<file path="src/rtl/uart_pkg.sv">
// rtl/uart_pkg.sv - shared UART frame levels, FSM state encodings and parity helper
package uart_pkg;

    localparam int DATA_BITS = 8;

    localparam logic IDLE_LEVEL  = 1'b1;
    localparam logic START_LEVEL = 1'b0;
    localparam logic STOP_LEVEL  = 1'b1;

    typedef enum logic [2:0] {
        IDLE   = 3'd0,
        START  = 3'd1,
        DATA   = 3'd2,
        PARITY = 3'd3,
        STOP   = 3'd4,
        BREAK  = 3'd5
    } uart_state_e;

    function automatic logic parity_even(input logic [DATA_BITS-1:0] d);
        return ^d;
    endfunction

endpackage

</file>
<file path="src/rtl/uart_rx_sync.sv">
// rtl/uart_rx_sync.sv - two-flop serial line synchronizer with falling-edge detect
module uart_rx_sync
    import uart_pkg::*;
(
    input  logic clk_i,
    input  logic rst_i,
    input  logic serial_i,
    output logic rxs_o,
    output logic fall_o
);

    logic s1_q;
    logic s2_q;
    logic prev_q;

    always_ff @(posedge clk_i or posedge rst_i) begin
        if (rst_i) begin
            s1_q   <= IDLE_LEVEL;
            s2_q   <= IDLE_LEVEL;
            prev_q <= IDLE_LEVEL;
        end else begin
            s1_q   <= serial_i;
            s2_q   <= s1_q;
            prev_q <= s2_q;
        end
    end

    assign rxs_o  = s2_q;
    assign fall_o = prev_q & ~s2_q;

endmodule

</file>
<file path="src/rtl/uart_rx.sv">
// rtl/uart_rx.sv - UART receiver; define UART_RX_PARITY_EN to expect an even-parity bit
module uart_rx
    import uart_pkg::*;
#(
    parameter int CLKS_PER_BIT = 16
) (
    input  logic                 clk,
    input  logic                 rst,
    input  logic                 serial_in,
    output logic [DATA_BITS-1:0] rx_data,
    output logic                 rx_valid,
    output logic                 parity_err,
    output logic                 frame_err,
    output logic                 busy
);

    localparam int CW = $clog2(CLKS_PER_BIT);
    localparam logic [CW-1:0] HALF_M1 = CW'(CLKS_PER_BIT / 2 - 1);
    localparam logic [CW-1:0] FULL_M1 = CW'(CLKS_PER_BIT - 1);

    logic rxs;
    logic fall;

    uart_rx_sync u_sync (
        .clk_i    (clk),
        .rst_i    (rst),
        .serial_i (serial_in),
        .rxs_o    (rxs),
        .fall_o   (fall)
    );

    uart_state_e          state_q, state_d;
    logic [CW-1:0]        cnt_q, cnt_d;
    logic [2:0]           bit_q, bit_d;
    logic [DATA_BITS-1:0] shift_q, shift_d;
    logic                 stop_q, stop_d;
    logic                 done_q, done_d;
    logic [DATA_BITS-1:0] rx_data_q, rx_data_d;
    logic                 rx_valid_q, rx_valid_d;
    logic                 frame_err_q, frame_err_d;
`ifdef UART_RX_PARITY_EN
    logic                 perr_q, perr_d;
    logic                 parity_err_q, parity_err_d;
`endif

    always_ff @(posedge clk or posedge rst) begin
        if (rst) begin
            state_q      <= IDLE;
            cnt_q        <= '0;
            bit_q        <= '0;
            shift_q      <= '0;
            stop_q       <= 1'b0;
            done_q       <= 1'b0;
            rx_data_q    <= '0;
            rx_valid_q   <= 1'b0;
            frame_err_q  <= 1'b0;
`ifdef UART_RX_PARITY_EN
            perr_q       <= 1'b0;
            parity_err_q <= 1'b0;
`endif
        end else begin
            state_q      <= state_d;
            cnt_q        <= cnt_d;
            bit_q        <= bit_d;
            shift_q      <= shift_d;
            stop_q       <= stop_d;
            done_q       <= done_d;
            rx_data_q    <= rx_data_d;
            rx_valid_q   <= rx_valid_d;
            frame_err_q  <= frame_err_d;
`ifdef UART_RX_PARITY_EN
            perr_q       <= perr_d;
            parity_err_q <= parity_err_d;
`endif
        end
    end

    always_comb begin
        state_d      = state_q;
        cnt_d        = cnt_q + 1'b1;
        bit_d        = bit_q;
        shift_d      = shift_q;
        stop_d       = stop_q;
        done_d       = done_q;
        rx_data_d    = rx_data_q;
        rx_valid_d   = 1'b0;
        frame_err_d  = frame_err_q;
`ifdef UART_RX_PARITY_EN
        perr_d       = perr_q;
        parity_err_d = parity_err_q;
`endif
        case (state_q)
            IDLE: begin
                cnt_d = '0;
                if (fall) state_d = START;
            end
            START: begin
                if (cnt_q == HALF_M1) begin
                    cnt_d = '0;
                    if (rxs == START_LEVEL) begin
                        state_d = DATA;
                        bit_d   = '0;
                    end else begin
                        state_d = IDLE;
                    end
                end
            end
            DATA: begin
                if (cnt_q == FULL_M1) begin
                    cnt_d          = '0;
                    shift_d[bit_q] = rxs;
                    bit_d          = bit_q + 3'd1;
                    if (bit_q == 3'(DATA_BITS - 1)) begin
`ifdef UART_RX_PARITY_EN
                        state_d = PARITY;
`else
                        state_d = STOP;
`endif
                    end
                end
            end
`ifdef UART_RX_PARITY_EN
            PARITY: begin
                if (cnt_q == FULL_M1) begin
                    cnt_d   = '0;
                    perr_d  = rxs ^ parity_even(shift_q);
                    state_d = STOP;
                end
            end
`endif
            STOP: begin
                // Results are published one cycle after the stop sample, together with leaving STOP.
                if (done_q) begin
                    done_d      = 1'b0;
                    cnt_d       = '0;
                    rx_valid_d  = 1'b1;
                    rx_data_d   = shift_q;
                    frame_err_d = (stop_q != STOP_LEVEL);
`ifdef UART_RX_PARITY_EN
                    parity_err_d = perr_q;
`endif
                    state_d     = (stop_q == STOP_LEVEL) ? IDLE : BREAK;
                end else if (cnt_q == FULL_M1) begin
                    stop_d = rxs;
                    done_d = 1'b1;
                end
            end
            BREAK: begin
                cnt_d = '0;
                if (rxs == IDLE_LEVEL) state_d = IDLE;
            end
            default: begin
                cnt_d   = '0;
                state_d = IDLE;
            end
        endcase
    end

    assign rx_data   = rx_data_q;
    assign rx_valid  = rx_valid_q;
    assign frame_err = frame_err_q;
    assign busy      = (state_q != IDLE);
`ifdef UART_RX_PARITY_EN
    assign parity_err = parity_err_q;
`else
    assign parity_err = 1'b0;
`endif

endmodule

</file>
<file path="config.mk">
export PLATFORM = sky130hd
export DESIGN_NAME = uart_rx
export DESIGN_NICKNAME = d
export VERILOG_FILES = /design/src/rtl/uart_pkg.sv /design/src/rtl/uart_rx_sync.sv /design/src/rtl/uart_rx.sv
export SDC_FILE = /design/constraint.sdc
export NUM_CORES = 1
export LEC_CHECK = 0
export ABC_AREA = 1
export CAP_MARGIN = 0
export CORE_UTILIZATION = 25
export CTS_CLUSTER_SIZE = 16
export DETAILED_ROUTE_END_ITERATION = 10
export SLEW_MARGIN = 10
export SYNTH_ARGS = -nofsm -noshare
export SYNTH_HDL_FRONTEND = slang
export SYNTH_SLANG_ARGS = --single-unit
</file>
<file path="constraint.sdc">
create_clock -name clk -period 2.5 [get_ports clk]
set_input_delay 0.75 -clock clk [delete_from_list [all_inputs] [get_ports clk]]
set_output_delay 0.75 -clock clk [all_outputs]
set_load 0.05 [all_outputs]
</file>
# Word-level counts from Yosys, hierarchy flattened

Cells that the tools add are included.

Reduce and logical (&&, ||, !) cells: 9
Equality and inequality tests: 14
Add/sub/neg operators: 2
$lt $le $gt $ge: 2
Bitwise operators: 4
Muxes and demuxes: 24

Operator list:

| operator                                                   | count |
|---|---|
| two-way mux 3 bit                                          | 10 |
| one-hot mux 3 bit (5 select lines)                         | 1 |
| two-way mux 4 bit                                          | 3 |
| != test 2 bit, second input constant                       | 6 |
| one-hot mux 4 bit (3 select lines)                         | 1 |
| equality test 3 bit, second input constant                 | 3 |
| bitwise mux 8 bit                                          | 1 |
| one-hot mux 3 bit (2 select lines)                         | 1 |
| AND reduction 6 bit                                        | 1 |
| two-way mux 1 bit                                          | 5 |
| adder 4 x 1 -> 4 bit, second input constant                | 1 |
| equality test 4 x 3 -> 1 bit, second input constant        | 1 |
| equality test 4 bit, second input constant                 | 1 |
| less-than comparator 3 x 4 -> 1 bit, second input constant | 1 |
| AND reduction 2 bit                                        | 2 |
| AND reduction 4 bit                                        | 1 |
| adder 3 x 1 -> 3 bit, second input constant                | 1 |
| demux 1 bit (select 3 bit)                                 | 1 |
| equality test 3 x 1 -> 1 bit, second input constant        | 1 |
| equality test 3 x 2 -> 1 bit, second input constant        | 1 |
| >= comparator 3 x 1 -> 1 bit, second input constant        | 1 |
| logical NOT 3 bit                                          | 1 |
| NOT 1 bit                                                  | 3 |
| AND reduction 3 bit                                        | 1 |
| 6 further kinds                                            | 6 |

Output and inout bits: 12
Bits of input ports: 3
Register bits after elaboration: 33

# Logic depth before layout (Yosys ltp)

Depth in word-level cells: 5
Gate-level depth with buffers: 8
Mapped depth without buffers: 8

# Modules after synthesis

From an unflattened synthesis, not the netlist that was laid out.

Cells, all modules: 177
Area total of the unflattened synthesis: 1,596.5 um^2

By module, submodules not included:

| module       | cells an instance | sequential area each (um^2) | area an instance (um^2) | times used |
|---|---|---|---|---|
| uart_rx      | 171               | 750.7                       | 1,503.9                 | 1 |
| uart_rx_sync | 6                 | 78.8                        | 92.6                    | 1 |

# Worst setup path after synthesis

OpenSTA, ideal clock, no wires.

Path type: reg-to-output
From: reg state_q[1]
To: out busy
Setup slack: 847 ps
Required time: 1,750 ps
Stages on the path, launching flop included: 3
Arrival: 903 ps
Path through: dfrtp_1 -> nor2_4 -> nand2_1

Longest elaborated chain between the ends: 1

RTL lines:

| item                     | line           | source |
|---|---|---|
| start: declaration       | uart_rx.sv:32  | `uart_state_e state_q, state_d;` |
| start signal: assignment | uart_rx.sv:62  | `state_q <= state_d;` |
| nonzero test 3 bit       | uart_rx.sv:162 | `assign busy = (state_q != IDLE);` |
| end: declaration         | uart_rx.sv:14  | `output logic busy` |

Every way passes these cells.

# Worst setup path after layout

From: reg rx_data_q[0] (netlist: rx_data[0])
To: out rx_data[0]

RTL lines:

| item                     | line          | source |
|---|---|---|
| start: declaration       | uart_rx.sv:38 | `logic [DATA_BITS-1:0] rx_data_q, rx_data_d;` |
| start signal: assignment | uart_rx.sv:68 | `rx_data_q <= rx_data_d;` |
| end: declaration         | uart_rx.sv:10 | `output logic [DATA_BITS-1:0] rx_data,` |

No word-level cell between the ends.

==> results list <==
- When the netlist entered floorplanning its net count stood at 185.
* Top cell family by delay on the critical path: buffers and inverters
- The initialized floorplan defines 28 standard-cell rows.
- The run finished with clean final reports.
* TritonCTS Sinks: 33
- Final antenna diode count: 0
* Highest-delay cell along the critical path: clkdlybuf4s50_1
* Buffers & Inverters on Critical Path: 1
* Worst setup SP type: flip-flop
* Clock insertion delay at the later pin of the skew report: 0.29 ns
* Ordered cell list for the critical path: clkdlybuf4s50_1
* Top Ports: 15
* Worst EP arrival: 1.43 ns
* Mean instance size in the synthesized netlist: 8.56 um2
- The critical path ends at rx_data[0].
- The die covers 6440 um2.
* Number of enable flip-flop cells after synthesis: 0
- Cells with a size suffix above 1 make up 14.6% of the layout.
- Number of gates on the worst path with buffers counted: 1
- First-pass detailed-route iteration total: 4
- Of the available clock period, the critical path in the final layout requires 87.2%.
* Post-synthesis cell type count: 24
- Critical path required time: 1.75 ns
- In this run, synthesis produced a sequential element count of 33.
- The final count of hold timing violations came to 0.
* Launch instance of the worst register-to-register path: cnt_q[0]$_DFF_PP0_
- The worst hold path belongs to the class flip-flop to flip-flop.
- Flop2flop setup slack: 1.05 ns
- DR vias: 1120
- Net count of the finished layout: 204
* Startpoint of the worst hold path: u_sync.s1_q$_DFF_PP1_
- The critical path in this run is classified as flip-flop to output pin.
- In the layout the commonest cells are nand2_1 (63), dfrtp_1 (30), nand3_1 (19).
- dfrtp_1 takes more of the synthesized area than any other cell.
- The endpoint identified for the worst register-to-register timing path is shift_q[6]$_DFFE_PP0P_.
- Area fraction of the dominant cell type after synthesis: 49.0%
* Pleak: 0.000916 uW
- Depth of the CTS H-tree: 2
- The number of global-route vias before repair came to 1140.
* Worst setup skew after layout: 0.00134 ns
- Global-route usage over all layers: 10.6%
- Max-cap violations in this run came to 0.
* Setup repair after global routing missed its margin: no
* Total setup violations reported at the end of the flow: 0
- After detailed routing, the average wire length per cell comes to 9.71 um.
- The count of buffers added on input and output ports is 13.
- Chip width: 80.3 um
- Type of destination of the critical path: output pin
- Sequential fraction of the synthesis area: 54.2%
* Weighted congestion reported at the end of routability-driven placement: 0.836
- In this run the power density over the cells is 746 nW/um2.
- Cell types occupying the most area after synthesis: dfrtp_1 (49%), nand2_1 (15%), nand3_1 (6.2%), dfstp_2 (5.1%), o21ai_1 (3.9%)
* Flip-flop cell with the highest count after synthesis: dfrtp_1
- Number of buffers inserted by post-CTS setup repair: 0
- Overflow after GRT: 0
- Library cell used as clock root buffer: clkbuf_8
- For this block, the initial DRC count from the detailed router was 66.
- The critical path starts at rx_data[0]$_DFFE_PP0P_.
- Yosys printed 0 warnings.
- For the final routed database, the setup TNS stands at 0 ns.
- IR analysis of the VDD net gives a maximum drop of 272 uV.
* # hold bufs at CTS: 0
* Netlist Area Pre-Place: 1530 um2
- Clock-pin slew was measured on the worst setup and hold paths at 0.07 ns.
- Vias per inst: 4.09
* Delay contributed by the slowest stage of the critical path: 0.80 ns
* Highest attainable clock frequency: 459 MHz
- Number of cells traversed by the worst register-to-register path: 6
- Largest fanout on the critical path: 2
* Signed area change from the synthesized netlist to the final layout: 19.9%
* Largest net degree at the start of global routing: 34
- For this run, design rule violations remaining after detail routing come to 0.
- At the end of the flow the core is filled with cells to 31.0%.
* Number of clock buffers inserted by TritonCTS: 5
- TritonCTS built the clock tree.
* Antenna violations before repair: 0
- The number of max-slew violations in the final report came to 0.
* DIE HEIGHT: 80.3 um
- Post-detailed-placement half-perimeter wirelength: 1870 um
* First-pass GRT wire length: 5110 um
* Total wire length after detailed routing: 2660 um
- Final critical-path required period: 2.18 ns
- Starting utilization of the core area: 25.9%
- Count of cells resized by post-cts repair: 0
- In this run the deepest clock path goes through 2 buffers.
* Share of synthesized flip-flops with an asynchronous set or reset: 100%
* Placeable core region: 5920 um2
- Most frequent standard cell in the layout excluding fill and tap cells: nand2_1
- Number of nets with antenna violations after detailed routing: 0
- Synthesized instance count: 179
[cell families (layout without fill, tap and decap cells)]
kind of cell	after synthesis	in the layout	synth area share, %
AOI/OAI and AO/OA	13	13	4.33
DFF	33	33	54.2
adders and majority gates	3	3	2.45
xor gates and xnor gates	2	2	1.14
other	1	1	0.245
and+or+nand+nor	108	108	32.8
buffers and inverters	19	39	4.90
[how the worst min path moves through the flow]
| stage | slack, ns | cells after the start | end |
|---|---|---|---|
| after floorplan | 0.35 | 0 | u_sync.rxs_o$_DFF_PP1_ |
| final | 0.36 | 0 | u_sync.rxs_o$_DFF_PP1_ |
| after detailed placement | 0.35 | 0 | u_sync.rxs_o$_DFF_PP1_ |
| after CTS | 0.36 | 0 | u_sync.rxs_o$_DFF_PP1_ |
| after global routing | 0.36 | 0 | u_sync.rxs_o$_DFF_PP1_ |
| after global placement | 0.35 | 0 | u_sync.rxs_o$_DFF_PP1_ |
[registers in the layout (all words and copies together) (netlist names)]
| name | cells |
|---|---|
| state_q | 3 |
| u_sync.rxs_o | 1 |
| frame_err | 1 |
| cnt_q | 4 |
| rx_data | 8 |
| bit_q | 3 |
| u_sync.prev_q | 1 |
| done_q | 1 |
| u_sync.s1_q | 1 |
| rx_valid | 1 |
| stop_q | 1 |
| shift_q | 8 |
[area by class of cell]
cell class	instances	area [um2]
Multi-Input combinational cell	127	627
Tap cell	75	93.8
Sequential cell	33	830
Fill cell	627	4090
Inverter	17	63.8
Timing Repair Buffer	14	135
Clock buffer	5	68.8
Clock inverter	3	17.5
[layer usage]
metal / track usage [%] / wire, um
met5: 0 / 0
met3: 3.64 / 122
met1: 13.2 / 1420
met2: 15.8 / 1060
met4: 5.89 / 62
[power breakdown]
group	internal, uW	switching [uW]
combinational	113	247
clock	192	202
sequential	570	46.5
total	875	495
[synth_stat cells (2+ instances only)]
cell type / count
nor2_2: 4
nand3_1: 19
nand2_1: 63
nor2_1: 14
dfstp_2: 3
o21ai_1: 12
inv_2: 5
ha_1: 3
inv_1: 11
nor2_4: 2
dfrtp_1: 30
[metrics by stage]
step / worst slack [ns] / std cells / hold WS, ns / cell area, um2 / total power (uW)
6_report: 0.320 / 274 / 0.356 / 1840 / 1370
5_1_grt: 0.267 / 274 / 0.361 / 1840 / 1480
4_1_cts: 0.301 / 274 / 0.358 / 1840 / 1390
3_5_place_dp: 0.624 / 266 / 0.347 / 1750 / 987
3_3_place_gp: 0.631 / 266 / 0.346 / 1750 / 985
2_1_floorplan: 0.847 / 179 / 0.345 / 1530 / 907
Power figures use the tool's default switching activity.
